===== src/rtl/uart_alu_if.sv =====
// uart_alu_if: pulls {A, B, OP} frames from the uart RX FIFO, drives the ALU and
// pushes the result byte into the uart TX FIFO. Optional frame timeout: UART_IF_TIMEOUT_EN.
module uart_alu_if #(
  parameter int DBIT           = 8,
  parameter int NB_OP          = 6,
  parameter int TIMEOUT_CYCLES = 1000000,
  parameter int TO_BIT         = 20
) (
  input  logic             clk,
  input  logic             reset,
  input  logic             rx_empty,
  input  logic [DBIT-1:0]  r_data,
  output logic             rd_uart,
  input  logic             tx_full,
  output logic             wr_uart,
  output logic [DBIT-1:0]  w_data,
  output logic [DBIT-1:0]  alu_a,
  output logic [DBIT-1:0]  alu_b,
  output logic [NB_OP-1:0] alu_op,
  input  logic [DBIT-1:0]  alu_result,
  output logic             done_tick,
  output logic             timeout_tick
);

  typedef enum logic [2:0] {
    GET_A,
    GET_B,
    GET_OP,
    EXEC,
    SEND
  } state_t;

  state_t state, nxt;
  logic   expired;
  logic   tout;

`ifdef UART_IF_TIMEOUT_EN
  logic [TO_BIT-1:0] cnt;

  assign expired = (cnt == TO_BIT'(TIMEOUT_CYCLES - 1));

  // Idle counter: runs only while a frame is partially received
  always_ff @(posedge clk) begin
    if (reset)
      cnt <= '0;
    else if (rd_uart || tout)
      cnt <= '0;
    else if (state == GET_B || state == GET_OP)
      cnt <= cnt + TO_BIT'(1);
    else
      cnt <= '0;
  end
`else
  logic [TO_BIT-1:0] unused_to;

  assign unused_to = TO_BIT'(TIMEOUT_CYCLES);
  assign expired   = 1'b0;
`endif

  // State register
  always_ff @(posedge clk) begin
    if (reset)
      state <= GET_A;
    else
      state <= nxt;
  end

  // Next state and Mealy handshake strobes; all quiet during reset
  always_comb begin
    nxt     = state;
    rd_uart = 1'b0;
    wr_uart = 1'b0;
    tout    = 1'b0;
    if (!reset) begin
      unique case (state)
        GET_A: begin
          if (!rx_empty) begin
            rd_uart = 1'b1;
            nxt     = GET_B;
          end
        end
        GET_B: begin
          if (!rx_empty) begin
            rd_uart = 1'b1;
            nxt     = GET_OP;
          end else if (expired) begin
            tout = 1'b1;
            nxt  = GET_A;
          end
        end
        GET_OP: begin
          if (!rx_empty) begin
            rd_uart = 1'b1;
            nxt     = EXEC;
          end else if (expired) begin
            tout = 1'b1;
            nxt  = GET_A;
          end
        end
        EXEC: nxt = SEND;
        SEND: begin
          if (!tx_full) begin
            wr_uart = 1'b1;
            nxt     = GET_A;
          end
        end
        default: nxt = GET_A;
      endcase
    end
  end

  assign done_tick    = wr_uart;
  assign timeout_tick = tout;

  // Operand capture on each pop and result capture at the end of EXEC
  always_ff @(posedge clk) begin
    if (reset) begin
      alu_a  <= '0;
      alu_b  <= '0;
      alu_op <= '0;
      w_data <= '0;
    end else begin
      if (rd_uart && state == GET_A)
        alu_a <= r_data;
      if (rd_uart && state == GET_B)
        alu_b <= r_data;
      if (rd_uart && state == GET_OP)
        alu_op <= r_data[NB_OP-1:0];
      if (state == EXEC)
        w_data <= alu_result;
    end
  end

endmodule


===== config.mk =====
export PLATFORM = sky130hd
export DESIGN_NAME = uart_alu_if
export DESIGN_NICKNAME = d
export VERILOG_FILES = /design/src/rtl/uart_alu_if.sv
export SDC_FILE = /design/constraint.sdc
export NUM_CORES = 1
export LEC_CHECK = 0
export BUFFER_PORTS_ARGS = -buffer_cell sky130_fd_sc_hd__buf_2
export CAP_MARGIN = 20
export CORE_ASPECT_RATIO = 1.25
export CORE_MARGIN = 2
export CORE_UTILIZATION = 40
export DETAILED_ROUTE_END_ITERATION = 12
export PLACE_DENSITY = 0.72
export SYNTH_ARGS = -nofsm -noshare
export SYNTH_HDL_FRONTEND = slang
export SYNTH_SLANG_ARGS = --single-unit

===== constraint.sdc =====
create_clock -name clk -period 2.6 [get_ports clk]
set_clock_uncertainty 0.2 [all_clocks]
set_input_delay 0.52 -clock clk [delete_from_list [all_inputs] [get_ports clk]]
set_output_delay 0.52 -clock clk [all_outputs]
set_load 0.03 [all_outputs]

==> metrics.log <==
INFO  metric post_synthesis_to_final_layout_area_growth = 20.3%
INFO  metric place.detailed.hpwl = 2.17 mm
INFO  metric number_of_antenna_violations_at_the_first_check_in_global_routing = 0
INFO  metric ctsRootBufferMaster = clkbuf_8
INFO  metric kind_of_start_point_of_the_critical_path = flip-flop
INFO  metric synthesis.instances = 158
INFO  metric detailedPlace.worstSlack = 0.512 ns
INFO  metric n_diodes = 0
INFO  metric routed_wirelength = 3.04 mm
INFO  metric via_count_of_the_first_global_routing_pass = 1,126
INFO  metric layout_setup_ws = 0.435 ns
INFO  metric switchingPower = 286 µW
INFO  metric placeable_core_region = 3820 µm²
INFO  metric global_route_congestion_overflow_total = 0
INFO  metric cts_tree = done
INFO  metric synth_unique_cells = 25
INFO  metric detail_route.iter0.violations = 38
INFO  metric htree_levels = 2
INFO  metric final_nets = 222
INFO  metric leakage_power_summed_over_all_cells = 0.000782 µW
INFO  metric rows = 25
INFO  metric ys_ff_latch = 33
INFO  metric die_x = 60.6 µm
INFO  metric ys_warn_count = 0
INFO  metric clk_transition_reported_paths = 0.06 ns
INFO  metric timing.final.setup_violations = 0
INFO  metric power.density_cell_area = 565 nW/µm²
INFO  metric initial_utilization = 41.9%
INFO  metric wl_per_cell = 11.9 µm
INFO  metric finalMaxSlewViolations = 0
INFO  metric seqPwrFrac = 49.8%
INFO  metric netlist_area = 1600 µm²
INFO  metric required = 1.88 ns
INFO  metric holdBufCountCts = 0
INFO  metric fp.dieArea = 4520 µm²
INFO  metric grt_start_max_net_pins = 37
INFO  metric vdd_drop_max = 266 µV
INFO  metric fmax = 0.462 GHz
INFO  metric cp_cell_sequence = a2111oi_1, buf_2
INFO  metric numPortBuffers = 52
INFO  metric cellInternalPower = 801 µW
INFO  metric grt_setup_unrepaired = no
INFO  metric final.setup.tns = 0 ns
INFO  metric power_frac_comb = 14.9%
INFO  metric worst-endpoint-arrival = 1.44 ns
INFO  metric switching_share = 26.3%
INFO  metric num_io_pins = 54
INFO  metric hold_slack = 0.270 ns
INFO  metric max_cap_violations = 0
INFO  metric layout_cells_sized_above_1 = 33.7%
INFO  metric worst-setup-path-type = flip-flop to primary output
INFO  metric drc_errors = 0
INFO  metric grt_first_pass_wirelength = 5.02 mm
INFO  metric synthesis.nets = 178
INFO  metric grtUsageTotal = 14.9%
INFO  metric worst_slew_pin_slew = 0.544 ns
INFO  metric postCtsSetupRepairBufs = 0
INFO  metric clock_sinks = 33
INFO  metric status = completed
INFO  metric synth.yosys.seq_area_share = 41.3%
INFO  metric crit_slowest_cell = a2111oi_1
INFO  metric maximum_count_of_clock_buffers_along_a_single_path = 2
INFO  metric cts.repair.resized = 0
INFO  metric p_clk_share = 35.3%
INFO  metric cts_made_buffers = 5
INFO  metric path_max_fanout = 11
INFO  metric postRouteAntennaNets = 0
INFO  metric vias = 1,233
INFO  metric timing.slew.headroom = 63.6%
INFO  metric pre_repair_dr_iteration_count = 4
INFO  metric critical_path.max_stage_delay = 0.46 ns
INFO  metric post-route-min-period = 2.16 ns
INFO  metric worstSkewPairLatency = 0.28 ns
INFO  metric end_kind = primary output
INFO  metric globalplace.congestion = 0.746
INFO  metric post_synth.cell_area_avg = 10.1 µm²
INFO  metric hold_violations = 0
INFO  metric post_drt_via_cell_ratio = 4.82
INFO  metric post-route-period-util = 83.3%
INFO  metric die_y = 74.7 µm
INFO  metric worstHoldPathType = flip-flop to flip-flop
-- worst paths after layout --
path | from | endpoint | slack, ns | depth (start not counted)
setup / recovery | state[1] | rd_uart | 0.44 | 2
hold / removal | w_data[7] | w_data[7] | 0.27 | 2
setup reg to reg | state[0] | alu_b[0] | 0.76 | 3
hold reg to reg | w_data[7] | w_data[7] | 0.27 | 2
-- logic make-up (layout without fill, tap and decap cells) --
kind of cell	after synthesis	in the layout	share of synthesized area, %
AOI/OAI and AO/OA	20	20	10.9
buffers and inverters	34	78	11.3
DFF	33	33	41.3
muxes	14	14	8.76
other	1	1	0.235
and+or+nand+nor	56	56	27.5
-- registers in the layout (all words and copies together), names as in the netlist --
| name | count |
|---|---|
| state | 3 |
| alu_op | 6 |
| alu_b | 8 |
| w_data | 8 |
| alu_a | 8 |
-- power groups by stage --
stage                     combinational, µW  sequential, µW  clock, µW
final                                   162             541        384
after global routing                    176             544        413
after CTS                               163             542        392
after detailed placement                163             553          0
after global placement                  162             552          0
after floorplan                        97.8             579          0
-- through the flow --
stage | power, µW | util, % | area, µm² | std cells
finish | 1090 | 50.4 | 1920 | 256
global route | 1130 | 50.4 | 1920 | 256
CTS | 1100 | 50.4 | 1920 | 256
detailed placement | 716 | 48.1 | 1840 | 249
global placement | 714 | 48.1 | 1840 | 249
floorplan | 677 | - | 1610 | 158
-- worst max-delay path, delay by kind of cell (launching register included) --
family,cells,cell delay [ns]
AO/OA/AOI/OAI,1,0.46
flip-flops,1,0.43
buffers and inverters,1,0.27
-- area by class of cell --
type	count	area, µm²
fillers	384	1890
flip-flops and latches	33	661
multi-input cells	91	766
repair buffers	55	283
well taps	54	67.6
inverters	16	60.1
clock buffers	7	86.3
-- routing by layer --
metal	track usage, %	vias up	wire length, µm
met3	5.33	6	221
met2	23.4	42	1410
met5	0	-	0
met1	17.8	555	1340
li1	-	630	-
met4	7.49	0	63
-- placed cells by master, fill, tap and decap left out, drive strengths merged --
master    n
buf      55
dfxtp    33
nand2b   30
inv      16
o32ai    16
mux2i    14
nand3b    9
or3b      9
clkbuf    7
nor4b     2
a211oi    2
nor4      2
a2111oi   1
or3       1
and3b     1
or2       1
nor4bb    1
o21ba     1
conb      1
-- Yosys cell counts, drive strengths merged --
library cell | instances | share of area (%)
or3b | 9 | 4.9
nand3b | 9 | 4.2
nand2b | 30 | 12
nor4 | 2 | 1.7
clkbuf | 6 | 1.4
nor4bb | 1 | 0.63
a2111oi | 1 | 0.55
inv | 16 | 3.8
dfxtp | 33 | 41
o21ba | 1 | 0.63
buf | 12 | 6.1
nor4b | 2 | 3.0
a211oi | 2 | 0.94
or2 | 1 | 0.39
and3b | 1 | 0.55
conb | 1 | 0.23
or3 | 1 | 0.39
o32ai | 16 | 8.8
mux2i | 14 | 8.8
Note: power is estimated with default switching activity, not from simulation.
